--- src/rtl/mem_b_pkg.sv ---
// Shared constants and types for the port-2 reader of shared memory B.
package mem_b_pkg;

  localparam int MEM_B_AW    = 11;
  localparam int MEM_B_DW    = 256;
  localparam int MEM_B_WORDS = 2048;

  typedef enum logic [1:0] {
    IDLE,
    RUN,
    DRAIN,
    DONE
  } state_t;

  typedef logic [MEM_B_DW-1:0] mem_b_word_t;

endpackage

--- src/rtl/mem_b_port2_reader_if.sv ---
// Output stream of the port-2 reader. A beat transfers on any clock edge where
// m_valid and m_ready are both high; m_data/m_last are held stable while m_valid waits.
interface mem_b_port2_reader_if
  import mem_b_pkg::*;
#(
  parameter int DW = MEM_B_DW
);

  logic [DW-1:0] m_data;
  logic          m_valid;
  logic          m_ready;
  logic          m_last;

  modport master (
    output m_data,
    output m_valid,
    output m_last,
    input  m_ready
  );

  modport slave (
    input  m_data,
    input  m_valid,
    input  m_last,
    output m_ready
  );

endinterface

--- src/rtl/mem_b_rd_fifo.sv ---
// Small synchronous FIFO for returned read words; a pop frees its slot for a same-cycle push.
module mem_b_rd_fifo #(
  parameter  int WIDTH = 257,
  parameter  int DEPTH = 4,
  localparam int PW    = $clog2(DEPTH),
  localparam int CW    = PW + 1
) (
  input  logic             clk,
  input  logic             reset,
  input  logic             push,
  input  logic             pop,
  input  logic             flush,
  input  logic [WIDTH-1:0] wdata,
  output logic [CW-1:0]    count,
  output logic             empty,
  output logic [WIDTH-1:0] head
);

  logic [WIDTH-1:0] mem [DEPTH];
  logic [PW-1:0]    rd_ptr;
  logic [PW-1:0]    wr_ptr;
  logic             do_pop;
  logic             do_push;

  assign empty   = (count == '0);
  assign do_pop  = pop && !empty;
  assign do_push = push && ((count != CW'(DEPTH)) || do_pop);
  assign head    = mem[rd_ptr];

  always_ff @(posedge clk) begin
    if (reset || flush) begin
      rd_ptr <= '0;
      wr_ptr <= '0;
      count  <= '0;
    end else begin
      if (do_push) wr_ptr <= wr_ptr + 1'b1;
      if (do_pop)  rd_ptr <= rd_ptr + 1'b1;
      case ({do_push, do_pop})
        2'b10:   count <= count + 1'b1;
        2'b01:   count <= count - 1'b1;
        default: count <= count;
      endcase
    end
  end

  always_ff @(posedge clk) begin
    if (do_push && !flush) mem[wr_ptr] <= wdata;
  end

endmodule

--- src/rtl/mem_b_port2_reader.sv ---
// Streams a contiguous, wrapping range of 256-bit words from memory B port 2
// into a valid/ready stream, buffering the fixed-latency RAM returns in a FIFO.
module mem_b_port2_reader
  import mem_b_pkg::*;
#(
  parameter int FIFO_DEPTH = 4,
  parameter int AW         = MEM_B_AW,
  parameter int DW         = MEM_B_DW
) (
  input  logic                 clk,
  input  logic                 reset,
  input  logic                 start,
  input  logic [AW-1:0]        base_addr,
  input  logic [AW:0]          length,
  input  logic                 abort,
  output logic                 busy,
  output logic                 done,
  output logic [AW-1:0]        address2,
  output logic                 chipselect2,
  output logic                 write2,
  output logic [DW-1:0]        writedata2,
  output logic [DW/8-1:0]      byteenable2,
  output logic                 clken2,
  input  logic [DW-1:0]        readdata2,
  mem_b_port2_reader_if.master m,
  output state_t               dbg_state
);

  localparam int CW = $clog2(FIFO_DEPTH) + 1;

  state_t        state;
  state_t        state_nx;
  logic [AW:0]   remaining;
  logic          rd_pend;
  logic          rd_last;
  logic [CW-1:0] fifo_count;
  logic          fifo_empty;
  logic [DW:0]   fifo_head;
  logic [CW:0]   occupancy;
  logic          issue;
  logic          flush;
  logic          pop;

  // Counting the in-flight read against the pre-pop count keeps a slot for every return.
  assign occupancy = {1'b0, fifo_count} + (CW+1)'(rd_pend);
  assign flush     = abort && ((state == RUN) || (state == DRAIN));
  assign issue     = (state == RUN) && (remaining != '0) &&
                     (occupancy < (CW+1)'(FIFO_DEPTH)) && !abort;
  assign pop       = m.m_valid && m.m_ready;

  always_comb begin
    state_nx = state;
    case (state)
      IDLE:    if (start) state_nx = (length == '0) ? DONE : RUN;
      RUN: begin
        if (abort)                                     state_nx = DONE;
        else if (issue && (remaining == (AW+1)'(1)))   state_nx = DRAIN;
      end
      DRAIN: begin
        if (abort)                       state_nx = DONE;
        else if (!rd_pend && fifo_empty) state_nx = DONE;
      end
      DONE:    state_nx = IDLE;
      default: state_nx = IDLE;
    endcase
  end

  always_ff @(posedge clk) begin
    if (reset) begin
      state     <= IDLE;
      address2  <= '0;
      remaining <= '0;
      rd_pend   <= 1'b0;
      rd_last   <= 1'b0;
    end else begin
      state   <= state_nx;
      rd_pend <= issue;
      if (issue) rd_last <= (remaining == (AW+1)'(1));
      if ((state == IDLE) && start) begin
        address2  <= base_addr;
        remaining <= length;
      end else if (issue) begin
        address2  <= address2 + 1'b1;
        remaining <= remaining - 1'b1;
      end
    end
  end

  // The RAM answers one cycle after chipselect2, so rd_pend marks the cycle readdata2 is live.
  mem_b_rd_fifo #(
    .WIDTH (DW + 1),
    .DEPTH (FIFO_DEPTH)
  ) u_fifo (
    .clk   (clk),
    .reset (reset),
    .push  (rd_pend),
    .pop   (pop),
    .flush (flush),
    .wdata ({rd_last, readdata2}),
    .count (fifo_count),
    .empty (fifo_empty),
    .head  (fifo_head)
  );

  assign m.m_valid   = !fifo_empty;
  assign m.m_data    = fifo_head[DW-1:0];
  assign m.m_last    = fifo_head[DW] && !fifo_empty;

  assign busy        = (state == RUN) || (state == DRAIN);
  assign done        = (state == DONE);
  assign chipselect2 = issue;
  assign write2      = 1'b0;
  assign writedata2  = '0;
  assign byteenable2 = '1;
  assign clken2      = 1'b1;
  assign dbg_state   = state;

endmodule

--- src/flat_wrapper.sv ---
// flat-port wrapper written by rule: the top's interface ports become plain ports
module mem_b_port2_reader_flat import mem_b_pkg::*;
#(
  parameter int FIFO_DEPTH = 4,
  parameter int AW         = MEM_B_AW,
  parameter int DW         = MEM_B_DW
)
  (clk, reset, start, base_addr, length, abort, busy, done, address2, chipselect2, write2, writedata2, byteenable2, clken2, readdata2, dbg_state, m_m_data, m_m_valid, m_m_last, m_m_ready);
  mem_b_port2_reader_if #(.DW(DW)) m_i ();
  input  logic clk;
  input  logic reset;
  input  logic start;
  input  logic [AW-1:0] base_addr;
  input  logic [AW:0] length;
  input  logic abort;
  output logic busy;
  output logic done;
  output logic [AW-1:0] address2;
  output logic chipselect2;
  output logic write2;
  output logic [DW-1:0] writedata2;
  output logic [DW/8-1:0] byteenable2;
  output logic clken2;
  input  logic [DW-1:0] readdata2;
  output state_t dbg_state;
  output wire logic [$bits(m_i.m_data)-1:0] m_m_data;
  output wire logic [$bits(m_i.m_valid)-1:0] m_m_valid;
  output wire logic [$bits(m_i.m_last)-1:0] m_m_last;
  input wire logic [$bits(m_i.m_ready)-1:0] m_m_ready;
  assign m_m_data = m_i.m_data;
  assign m_m_valid = m_i.m_valid;
  assign m_m_last = m_i.m_last;
  assign m_i.m_ready = m_m_ready;
  mem_b_port2_reader #(.FIFO_DEPTH(FIFO_DEPTH), .AW(AW), .DW(DW)) u_core (.clk(clk), .reset(reset), .start(start), .base_addr(base_addr), .length(length), .abort(abort), .busy(busy), .done(done), .address2(address2), .chipselect2(chipselect2), .write2(write2), .writedata2(writedata2), .byteenable2(byteenable2), .clken2(clken2), .readdata2(readdata2), .m(m_i), .dbg_state(dbg_state));
endmodule
--- config.mk ---
export PLATFORM = sky130hd
export DESIGN_NAME = mem_b_port2_reader_flat
export DESIGN_NICKNAME = d
export VERILOG_FILES = /design/src/rtl/mem_b_pkg.sv /design/src/rtl/mem_b_port2_reader_if.sv /design/src/rtl/mem_b_rd_fifo.sv /design/src/rtl/mem_b_port2_reader.sv /design/src/flat_wrapper.sv
export SDC_FILE = /design/constraint.sdc
export NUM_CORES = 1
export LEC_CHECK = 0
export CORE_AREA = 3 3 326 328
export CTS_CLUSTER_SIZE = 12
export DETAILED_ROUTE_END_ITERATION = 10
export DIE_AREA = 0 0 329 331
export HOLD_SLACK_MARGIN = 0.15
export PLACE_DENSITY = 0.74
export SLEW_MARGIN = 25
export SYNTH_ARGS = -nofsm -noshare
export SYNTH_HDL_FRONTEND = slang
export SYNTH_SLANG_ARGS = --single-unit
--- constraint.sdc ---
create_clock -name clk -period 16.8 [get_ports clk]
set_input_delay 3.36 -clock clk [delete_from_list [all_inputs] [get_ports clk]]
set_output_delay 3.36 -clock clk [all_outputs]
set_load 0.02 [all_outputs]
Word-level counts from Yosys, hierarchy flattened
Memories as Yosys holds them, arrays and structs flattened. A register that Yosys moved wholly into a read port is not among the register bits.
Index checks and enable logic that the tools add are counted.
Widths: inputs -> output; s select.
{"block": "op_classes", "add_sub_neg": 7, "n_lt_le_gt_ge": 1, "n_eq_ne": 10, "mux": 16, "n_reduce_logical": 26}
{"cell": "$mux 12", "count": 2}
{"cell": "$mux 11", "count": 2}
{"cell": "$mux 2", "count": 8}
{"cell": "$eq 12x1->1 const B", "count": 1}
{"cell": "$logic_and 1x1->1", "count": 12}
{"cell": "$logic_not 12->1", "count": 1}
{"cell": "$reduce_bool 12->1", "count": 1}
{"cell": "$sub 12x1->12 const B", "count": 1}
{"cell": "$add 11x1->11 const B", "count": 1}
{"cell": "$ne 3x3->1 const B", "count": 3}
{"cell": "$pmux 2 s4", "count": 1}
{"cell": "$eq 2x2->1 const B", "count": 3}
{"cell": "$pmux 3 s2", "count": 1}
{"cell": "$add 2x1->2 const B", "count": 2}
{"cell": "$add 3x1->4", "count": 1}
{"cell": "$eq 2x1->1 const B", "count": 2}
{"cell": "$logic_not 1->1", "count": 4}
{"cell": "$lt 4x3->1 const B", "count": 1}
{"cell": "$reduce_bool 2->1", "count": 2}
{"cell": "$add 3x1->3 const B", "count": 1}
{"cell": "$logic_not 3->1", "count": 1}
{"cell": "$logic_or 1x1->1", "count": 3}
{"cell": "$reduce_and 3->1", "count": 1}
{"cell": "$sub 3x1->3 const B", "count": 1}
{"cell": "other kinds (3)", "count": 4}
{"block": "word_totals", "reg_bits": 34, "ram_bits": 1028, "in_bits": 284, "out_inout_bits": 564, "word_cells": 69, "mem_count": 1}
{"name": "u_core.u_fifo.mem", "words": 4, "word_bits": 257, "read_ports": 1, "rd_ports_with_merged_regs": 1, "write_ports": 1, "line_no": "mem_b_rd_fifo.sv:19", "source": "logic [WIDTH-1:0] mem [DEPTH];"}

Depth between registers and ports, before layout
{"block": "logic_depth", "depth_word": 9, "depth_mapped": 8, "ltp_nobuf": 7}

Modules after synthesis
Synthesis repeated with hierarchy kept, for this count alone.
{"block": "hier_totals", "hier_cells": 1902, "hier_area_um2": 41710.0}
{"mod": "mem_b_rd_fifo", "n_inst": 1, "cells_each": 1409, "area_per_inst_um2": 37882.6, "seq_area_each_um2": 31049.8}
{"mod": "mem_b_port2_reader", "n_inst": 1, "cells_each": 493, "area_per_inst_um2": 3827.4, "seq_area_each_um2": 540.5}

Worst setup path after synthesis
No wires, ideal clock.
{"block": "synth_timing", "path_type": "input -> register", "from": "input port m_m_ready", "to": "memory u_core.u_fifo.mem[0][0], enable pin", "arrival_time_ns": 9.631, "required_time_ns": 16.149, "path_slack_ns": 6.518, "stages": 4, "path_buffers": 0, "path_cell_list": "or4b_2 nand2_1 a21oi_1 and2_1"}
{"block": "synth_between", "elab_chain_cells": 7}
{"item": "from (decl)", "line_no": "flat_wrapper.sv:29", "source": "input wire logic [$bits(m_i.m_ready)-1:0] m_m_ready;"}
{"item": "$logic_and 1x1->1", "line_no": "mem_b_port2_reader.sv:49", "source": "assign pop = m.m_valid && m.m_ready;"}
{"item": "$logic_and 1x1->1", "line_no": "mem_b_rd_fifo.sv:26", "source": "assign do_pop = pop && !empty;"}
{"item": "$logic_or 1x1->1", "line_no": "mem_b_rd_fifo.sv:27", "source": "assign do_push = push && ((count != CW'(DEPTH)) || do_pop);"}
{"item": "$logic_and 1x1->1", "line_no": "mem_b_rd_fifo.sv:27"}
{"item": "$logic_and 1x1->1", "line_no": "mem_b_rd_fifo.sv:47", "source": "if (do_push && !flush) mem[wr_ptr] <= wdata;"}
{"item": "$mux 1", "line_no": "mem_b_rd_fifo.sv:47"}
{"item": "$mux 1 (implied by the code)", "line_no": "mem_b_rd_fifo.sv:47"}
{"item": "to (decl)", "line_no": "mem_b_rd_fifo.sv:19"}
Every way passes these cells.

Worst setup path in the final report
{"block": "layout_timing", "from": "input port abort", "to": "output port chipselect2"}
{"block": "layout_between", "elab_chain_cells": 2}
{"item": "from (decl)", "line_no": "flat_wrapper.sv:15", "source": "input logic abort;"}
{"item": "$logic_not 1->1", "line_no": "mem_b_port2_reader.sv:48", "source": "(occupancy < (CW+1)'(FIFO_DEPTH)) && !abort;"}
{"item": "$logic_and 1x1->1", "line_no": "mem_b_port2_reader.sv:48"}
{"item": "to (decl)", "line_no": "flat_wrapper.sv:19", "source": "output logic chipselect2;"}
Every way passes these cells.

==> key figures <==
Critical path
  – CP required: 13.44 ns
  – Classification of the worst setup path: input port to primary output
  – Slack of the worst reg-to-reg path: 12.88 ns
  – Startpoint type of the worst setup path: input port
  – Cells on worst reg2reg path: 6
  – Critical path arrival: 5.64 ns
  – Critical path fanouts, max: 12
  – CP Capture Type: primary output

Global route
  – Global routing usage on met1: 17.6%
  – Number of antenna violations at the first check in global routing: 8
  – Final global-route overflow total: 0
  – Number of global-route vias before repair: 20000
  – Layer with the highest usage: met2
  – Pin count of the biggest net entering global routing: 139
  – Met3 demand-to-capacity share in global routing: 5.24%
  – Global Route met2 Usage: 25.8%
  – Total routing usage reported by global routing: 14.9%
  – Global-route wire length before repair: 124 mm

Finish
  – Proportion of layout cells with a drive suffix above 1: 16.3%
  – Post-route insts no fill: 3960
  – Final net count: 2806
  – Area Overhead vs Synth: 22.5%

Synth
  – Syn. warnings: 0
  – Sequential cell area fraction in the yosys report: 76.6%
  – Fraction of synthesis flops using an asynchronous set or reset pin: 0%
  – Synthesized area divided by synthesized cell count: 21.8 sq um
  – Area share of the largest cell type after synthesis: 74.8%
  – Number of standard cells after synthesis: 1889
  – Number of flops mapped to enable cells by yosys: 1028
  – Netlist area before placement: 0.0413 sq mm
  – Largest area contributor in the netlist: edfxtp_1
  – Most instantiated cells after synthesis: 1028 x edfxtp_1, 290 x buf_4, 257 x mux4_2
  – Library cells used by synthesis: 49
  – Synth Flop Type: edfxtp_1
  – Cells taking the most area after synthesis: edfxtp_1 75%, mux4_2 14%, buf_4 5.3%
  – Most repeated cell in the gate-level netlist after synthesis: edfxtp_1
  – Number of register bits inferred by synthesis: 1064

Routing
  – Final ANT Viol Nets: 0
  – Overall routed net length: 85.1 mm
  – Vias: 19200
  – Vias per std cell: 4.84
  – Final routed wire length divided by cell count: 21.5 um
  – DR DRC count: 0
  – TritonRoute pass-1 iters: 5
  – Detailed Route Iter0 Violations: 1472

Placed design
  – # placed instances: 3779
  – IO Port Bufs: 557
  – Final RePlAce weighted congestion: 0.785
  – Placement-stage worst setup slack: 7.82 ns
  – Detail Placement HPWL: 54.3 mm

Hold path
  – Worst hold path class: register to register
  – Hold-critical path depth: 2

Die
  – # rows: 118
  – I/O Pins: 848
  – Die width: 329 um
  – Placeable core region: 0.103 sq mm
  – DIE HEIGHT: 331 um
  – Die area: 0.109 sq mm
  – Effective utilization at floorplan: 39.9%

Timing
  – Slew @ Worst Pin: 1.46 ns
  – Worst Clk Skew: 0.0353 ns
  – Total Negative Setup Slacks: 0 ns
  – Part of the cycle the worst path needs: 53.6%
  – Achievable Freq: 111 MHz
  – Min Tclk post-route: 9.00 ns
  – Max_slew headroom: 2.93%
  – Final count of pins violating max slew: 0
  – Setup repair after global routing missed its margin: false
  – PnR worst setup slack: 7.80 ns
  – Total count of hold-check failures in the final report: 0
  – Setup violation total in the final timing report: 0

Clocking
  – CTS Sinks: 1064
  – TritonCTS clock tree: yes
  – Clock Tree Buf Depth: 3
  – CTS buffer count: 106
  – CTS Hold Buffers Added: 0
  – Root Driver: clkbuf_16
  – Number of gates resized after CTS: 0
  – Number of H-tree branching levels: 3
  – Setup Fix Bufs, Post-CTS: 0
  – Clock transition at the register clock pins on the worst setup and hold paths after CTS: 0.06 ns
  – Worst skew pair latency: 0.67 ns

Pwr
  – Static Leakage: 16.0 nW
  – Max rail drop VDD: 109 uV
  – Power per cell area: 137 mW/mm^2

Job
  – Number of maximum-capacitance violations: 0

Outcome
  – Outcome: finished clean
[per-layer routing]
layer  up-vias  wire length (um)
met3       111              7840
met1      9951             30400
met4         2              1710
met5         -                18
met2       732             45100
li1       8371                 -
[cells by family after synthesis]
| logic type | share of synthesized area (%) |
|---|---|
| AO/OA/AOI/OAI | 0.837 |
| XOR/XNOR | 0.425 |
| adder cells (fa/ha/maj) | 0.443 |
| buffers and inverters | 6.08 |
| flip-flops | 76.6 |
| multiplexers | 14.1 |
| other | 0.0182 |
| AND/OR/NAND/NOR | 1.51 |
[registers in the layout, summed over array words and instances, names as in the netlist, named ones only]
register and count:
u_core.u_fifo.rd_ptr 2, u_core.u_fifo.wr_ptr 2, u_core.address2 11, u_core.remaining 12, u_core.u_fifo.count 3, u_core.dbg_state 2, u_core.rd_last 1, u_core.rd_pend 1
u_core.u_fifo.mem 1028
[layout make-up]
| class | instances | area (sq um) |
|---|---|---|
| clock buffer | 151 | 2900 |
| antenna | 7 | 17.5 |
| clock inverter | 22 | 206 |
| sequential | 1064 | 31600 |
| multi-input combinational | 746 | 8240 |
| timing repair buffer | 580 | 5800 |
| inverter | 10 | 37.5 |
| fill | 8255 | 53000 |
| tap | 1380 | 1730 |
[final timing paths]
path                                 from                   endpoint
setup / recovery                    abort                chipselect2
hold / removal    u_core.u_fifo.rd_ptr[1]    u_core.u_fifo.rd_ptr[1]
setup reg to reg      u_core.dbg_state[0]  u_core.u_fifo.mem[1][154]
hold reg to reg   u_core.u_fifo.rd_ptr[1]    u_core.u_fifo.rd_ptr[1]
[critical path, cell delays in order]
cell and delay [ns]:
clkdlybuf4s50_1 0.56, nor3b_4 0.42, nand2_2 0.23, nor2_1 0.37, clkdlybuf4s50_1 0.70
[power by group]
group | leakage [nW] | internal [W] | total, W | switching (W)
combinational | 4.98 | 0.000826 | 0.00170 | 0.000870
sequential | 9.54 | 0.00302 | 0.00309 | 0.0000732
clock | 1.50 | 0.00122 | 0.00214 | 0.000918
total | 16.0 | 0.00506 | 0.00693 | 0.00186
[per-stage QoR]
| stage | cell area, sq um | power, W | hold slack (ns) | utilization, % |
|---|---|---|---|---|
| 2_1_floorplan | 42300 | 0.00423 | 0.454 | - |
| 3_3_place_gp | 47400 | 0.00483 | 0.514 | 45.8 |
| 3_5_place_dp | 47400 | 0.00486 | 0.526 | 45.8 |
| 4_1_cts | 50500 | 0.00701 | 0.545 | 48.8 |
| 5_1_grt | 50500 | 0.00721 | 0.574 | 48.8 |
| 6_report | 50500 | 0.00693 | 0.539 | 48.8 |
[placed cells by master, fill, tap and decap left out, types with 4 or more instances in the layout]
master and instances:
nor2_1 36, nand2_1 15, nand3_1 8, inv_1 10, clkinv_2 5, buf_4 18
clkinv_1 9, o21ai_0 7, edfxtp_1 1028, nor3_1 11, dfxtp_1 34, clkbuf_1 41
mux4_2 257, xnor2_1 18, clkdlybuf4s50_1 556, a311oi_1 5, or3_1 5, clkbuf_16 109
a211oi_1 17, nor4_1 12, a21oi_1 5, ha_1 13, conb_1 290, nand2b_1 4
nand4_1 4, diode_2 7, and2_4 4
Power figures use the tool's default switching activity.
==> patch 1, RTL diff (config.mk and constraints unchanged) <==
Reset style: asynchronous (`reset`), changed in one clocked block.
--- a/src/rtl/mem_b_port2_reader.sv
+++ b/src/rtl/mem_b_port2_reader.sv
@@ -65,7 +65,7 @@
     endcase
   end
 
-  always_ff @(posedge clk) begin
+  always_ff @(posedge clk or posedge reset) begin
     if (reset) begin
       state     <= IDLE;
       address2  <= '0;
Function: differs if reset is asserted again (counterexample within 4 cycles, from zero or initial values and one cycle with reset high); with reset held inactive, the same outputs for 4 cycles.
==> patch 1 against the original RTL <==
  * Total power is 6.4% higher
  * Wire length is 3.9% higher
  * Register-to-register slack worse by 290 ps
  * Via count hardly changed
  * Synthesized area hardly changed
  * Cell area is 0.27% higher
  * First-iteration DRC count is 3.2% lower
  * Count of clock-buffer cells in the layout is 9 lower
  * Sequential share of layout area is 0.098 points higher
  * Setup slack better by 150 ps
  * Synthesized cell count is 0.90% lower
  * Sequential cell count stayed put
  * Critical endpoint unchanged
  * Largest cell class unchanged
==> patch 1: results (changes against the original RTL) <==
Logic synthesis
  – Synth top area cells: edfxtp_1, mux4_2, buf_4 (unchanged)
  – Cell variety after synth: 46 (was 49)
  – Number of synthesized flops with an enable pin: 1028 (unchanged)
  – Top_reg_cell synth: edfxtp_1 (unchanged)
  – Sequential share of the synthesized area: 76.93% (was 76.58%)
  – Most frequent cells after synthesis: edfxtp_1, buf_4, mux4_2, nor2_1, clkbuf_1 (was edfxtp_1, buf_4, mux4_2, dfxtp_1, nor2_1)
  – Synth Instances: 1872 (was 1889)
  – Synth async-reset ratio: 2.538% (was 0%)

Place
  – Placed Cells: 3764 (was 3779)
  – Dpl hpwl: 56280 um (was 54270 um)
  – RD Place Congestion: 0.7843 (was 0.7846)
  – I/O Buffers: 557 (unchanged)

Global route
  – Initial antenna violation count: 17 (was 8)
  – First-pass GRT wire length: 129100 um (was 124100 um)
  – Via count of the first global-routing pass: 20230 (was 19950)
  – Tot GR Track Use: 15.77% (was 14.92%)

Clock tree
  – Post-CTS Setup Repair Bufs: 0 (unchanged)
  – Post-CTS sizing: 0 (unchanged)
  – Total CTS buffers: 108 (was 106)
  – Htree depth: 3 (unchanged)
  – Clock Pin Slew Worst Setup and Hold Paths: 60 ps (about the same)
  – Worst skew pair latency: around 700 ps

Worst hold path
  – WHS Path Cells: 0 (was 2)

Layout
  – Share of layout cells above drive strength 1: 16.64% (was 16.32%)
  – Fill count: 8232 (was 8255)
  – Layout Cells excl Fill: 3958 (was 3960)
  – Final nets: 2794 (was 2806)
  – Top Registers: u_core.u_fifo.mem (1028), u_core.remaining (12), u_core.address2 (11) (unchanged)

Routing
  – DRT iter0 DRCs: 1425 (was 1472)
  – First drt pass iteration count: 5 (unchanged)
  – Vias post-DR: 19170 (about the same)
  – Routed WL: 88410 um (was 85060 um)

STA
  – Worst rel slew slack: 18.14% (was 2.930%)
  – Clock skew: 29.91 ps (was 35.35 ps)

Power and ir drop
  – VDD IR max: 0.09743 mV (was 0.1086 mV)
  – P_leak: 16.23 nW (was 16.02 nW)
  – PwrDens: 145.5 mW/mm^2 (was 137.1 mW/mm^2)

Setup path
  – Worst Path Arrival: 5490 ps (was 5640 ps)
  – CP max stage delay: 670 ps (was 700 ps)
  – Worst r2r path cells: 6 (unchanged)
  – CP max FO: 9 (was 12)
  – Critical-path top delay cell: clkdlybuf4s50_1 (unchanged)

Status
  – Status: completed (unchanged)
[patch 1: power by group]
part           internal [mW]  leakage [nW]  switching [mW]
registers               3.17          9.66           0.108
clock network           1.23          1.53           0.933
logic                  0.904          5.04            1.02
total                   5.31          16.2            2.06
[patch 1: cell type report]
type	count	area (sq um)	area share [%]
diodes	12	30.03	0.05928
clock buffers	142	2860	5.646
clock inverters	38	331.6	0.6545
inverters	12	45.04	0.08892
multi-input cells	730	8109	16.01
flip-flops and latches	1064	31730	62.64
well taps	1380	1727	3.409
repair buffers	580	5822	11.49
[patch 1: cell families after synthesis]
kind of cell | share of synthesized area [%]
xor+xnor | 0.5309
mux | 14.18
fa+ha+maj | 0.4430
other cells | 0.01821
compound gates | 0.4551
flops | 76.93
simple gates | 1.387
buf+inv | 6.053
[patch 1: worst paths after layout]
check,start,endpoint,slack (ps)
min in group asynchronous,reset,u_core.remaining[1],3100
max reg2reg,u_core.dbg_state[0],u_core.u_fifo.mem[2][99],12590
max in group asynchronous,reset,u_core.address2[4],13410
max,abort,chipselect2,7950
min,u_core.rd_last,u_core.u_fifo.mem[1][256],540
min reg2reg,u_core.rd_last,u_core.u_fifo.mem[1][256],540
[patch 1: per-stage QoR]
| step | setup WS [ps] | power, mW | util, % | cell area, sq um |
|---|---|---|---|---|
| after floorplan | 6518 | 4.511 | - | 42320 |
| after global placement | 7984 | 5.233 | 45.78 | 47380 |
| after detailed placement | 7982 | 5.270 | 45.79 | 47390 |
| after CTS | 7692 | 7.467 | 48.87 | 50580 |
| after global routing | 7726 | 7.675 | 48.94 | 50650 |
| final | 7954 | 7.369 | 48.95 | 50660 |
[patch 1: per-layer routing]
metal / wire [um] / global-route usage, % / vias to the layer above
met5: 69 / 0 / -
met4: 2778 / 6.569 / 12
met3: 7033 / 4.828 / 161
met2: 46260 / 26.67 / 724
met1: 32270 / 18.80 / 9995
li1: - / - / 8282
[patch 1: worst max-delay path: cells and delay by family]
family / cells / cell delay (ps)
buffers and inverters: 3 / 1430
and+or+nand+nor: 3 / 690
==> patch 2, RTL diff (same settings) <==
Without the edit above. `FIFO_DEPTH` is set to 4 in 2 places; all go to 2.
--- a/src/rtl/mem_b_port2_reader.sv
+++ b/src/rtl/mem_b_port2_reader.sv
@@ -3,7 +3,7 @@
 module mem_b_port2_reader
   import mem_b_pkg::*;
 #(
-  parameter int FIFO_DEPTH = 4,
+  parameter int FIFO_DEPTH = 2,
   parameter int AW         = MEM_B_AW,
   parameter int DW         = MEM_B_DW
 ) (
--- a/src/flat_wrapper.sv
+++ b/src/flat_wrapper.sv
@@ -1,7 +1,7 @@
 // flat-port wrapper written by rule: the top's interface ports become plain ports
 module mem_b_port2_reader_flat import mem_b_pkg::*;
 #(
-  parameter int FIFO_DEPTH = 4,
+  parameter int FIFO_DEPTH = 2,
   parameter int AW         = MEM_B_AW,
   parameter int DW         = MEM_B_DW
 )
Check against the original RTL: not equivalent (a bounded check fails within 4 cycles, from zero or initial values and one cycle with reset high).
==> patch 2 against the original RTL <==
  * Via count fell by 35%
  * Sequential cell count is 518 lower
  * Cell area shrank 39%
  * Setup slack gained 150 ps
  * Synthesized area fell by 45%
  * Combinational power down 63%
  * Final cell count is 15% lower
  * Total power decreased by 50%
  * Wire length is 37% lower
==> patch 2: results (changes against the original RTL) <==
Status
  – Status: completed (unchanged)

Global route
  – Largest net degree at the start of global routing: 75 (was 139)
  – First-pass GRT wire length: 74080 um (was 124100 um)
  – Tot GR Track Use: 8.901% (was 14.92%)
  – Initial antenna violation count: 6 (was 8)

Logic synthesis
  – Most frequent cells after synthesis: edfxtp_1, buf_4, mux2_2, clkbuf_1, dfxtp_1 (was edfxtp_1, buf_4, mux4_2, dfxtp_1, nor2_1)
  – Synth top area cells: edfxtp_1, mux2_2, buf_4 (was edfxtp_1, mux4_2, buf_4)
  – Synth Instances: 1344 (was 1889)
  – Sequential share of the synthesized area: 70.97% (was 76.58%)

Routing
  – DRT iter0 DRCs: 701 (was 1472)
  – Routed WL: 53460 um (was 85060 um)
  – Vias post-DR: 12400 (was 19170)

Setup path
  – Reg2reg end: u_core.u_fifo.mem[1][10] (was u_core.u_fifo.mem[1][154])
  – CP max stage delay: 630 ps (was 700 ps)
  – Flop2flop setup slack: 12820 ps (was 12880 ps)
  – Worst Path Arrival: 5490 ps (was 5640 ps)

Power and ir drop
  – P_leak: 10.26 nW (was 16.02 nW)
  – VDD IR max: 0.08921 mV (was 0.1086 mV)

STA
  – Worst rel slew slack: 33.93% (was 2.930%)
  – Clock skew: 21.16 ps (was 35.35 ps)

Clock tree
  – Total CTS buffers: 58 (was 106)
  – Htree depth: 2 (was 3)

Place
  – RD Place Congestion: 0.7860 (was 0.7846)
  – Dpl cell area: 0.02879 sq mm (was 0.04737 sq mm)
  – Dpl hpwl: 38100 um (was 54270 um)

Layout
  – Final nets: 2223 (was 2806)
  – Fill count: 10210 (was 8255)
  – Top Registers: u_core.u_fifo.mem (514), u_core.remaining (12), u_core.address2 (11) (was u_core.u_fifo.mem (1028), u_core.remaining (12), u_core.address2 (11))
[patch 2: worst min path at each step]
stage                         from                         to  slack (ps)  cells after the start
global placement    u_core.rd_last  u_core.u_fifo.mem[1][256]         460                      0
CTS                 u_core.rd_last  u_core.u_fifo.mem[1][256]         480                      0
floorplan           u_core.rd_last  u_core.u_fifo.mem[0][256]         420                      0
global route        u_core.rd_last  u_core.u_fifo.mem[1][256]         500                      0
detailed placement  u_core.rd_last  u_core.u_fifo.mem[0][256]         460                      0
finish              u_core.rd_last  u_core.u_fifo.mem[1][256]         470                      0
[patch 2: metal layers]
layer	track usage (%)	vias up	wire length [um]
met3	3.873	85	5749
met5	0	-	27
met2	15.65	578	27060
met4	2.997	4	1465
li1	-	5676	-
met1	9.543	6058	19150
[patch 2: kinds of logic (layout without fill, tap and decap cells)]
kind of cell	Yosys count	after routing	share of synthesized area, %
other	2	292	0.03316
buffers and inverters	345	690	10.63
xor gates and xnor gates	2	2	0.07735
DFF	546	546	70.97
muxes	260	260	12.91
adders and majority gates	9	9	0.4972
and+or+nand+nor	112	112	2.845
AOI/OAI and AO/OA	68	68	2.033
[patch 2: layout make-up]
cell class,instances,area share [%]
inverter,11,0.1350
clock buffer,81,5.197
timing repair buffer,572,18.60
multi-input combinational,741,17.19
clock inverter,26,0.6220
antenna,2,0.01637
tap,1380,5.647
sequential,546,52.59
[patch 2: stage by stage]
step                power (mW)  hold WS, ps  worst slack (ps)  util [%]
floorplan                2.063        419.2              1077         -
global placement         2.258        460.8              7929     27.82
detailed placement       2.267        457.1              7984     27.82
CTS                      3.487        478.7              7965     29.54
global route             3.589        504.0              7807     29.54
finish                   3.431        473.1              7945     29.54
[patch 2: critical path, delay by kind of cell]
family	cells	cell delay [ps]
buffers and inverters	3	1420
AND/OR/NAND/NOR	3	710
[patch 2: where the power goes]
| group | leakage, nW | internal (mW) | switching, mW |
|---|---|---|---|
| clock | 0.868 | 0.688 | 0.505 |
| sequential | 4.90 | 1.57 | 0.0356 |
| combinational | 4.49 | 0.274 | 0.355 |
| total | 10.3 | 2.54 | 0.895 |
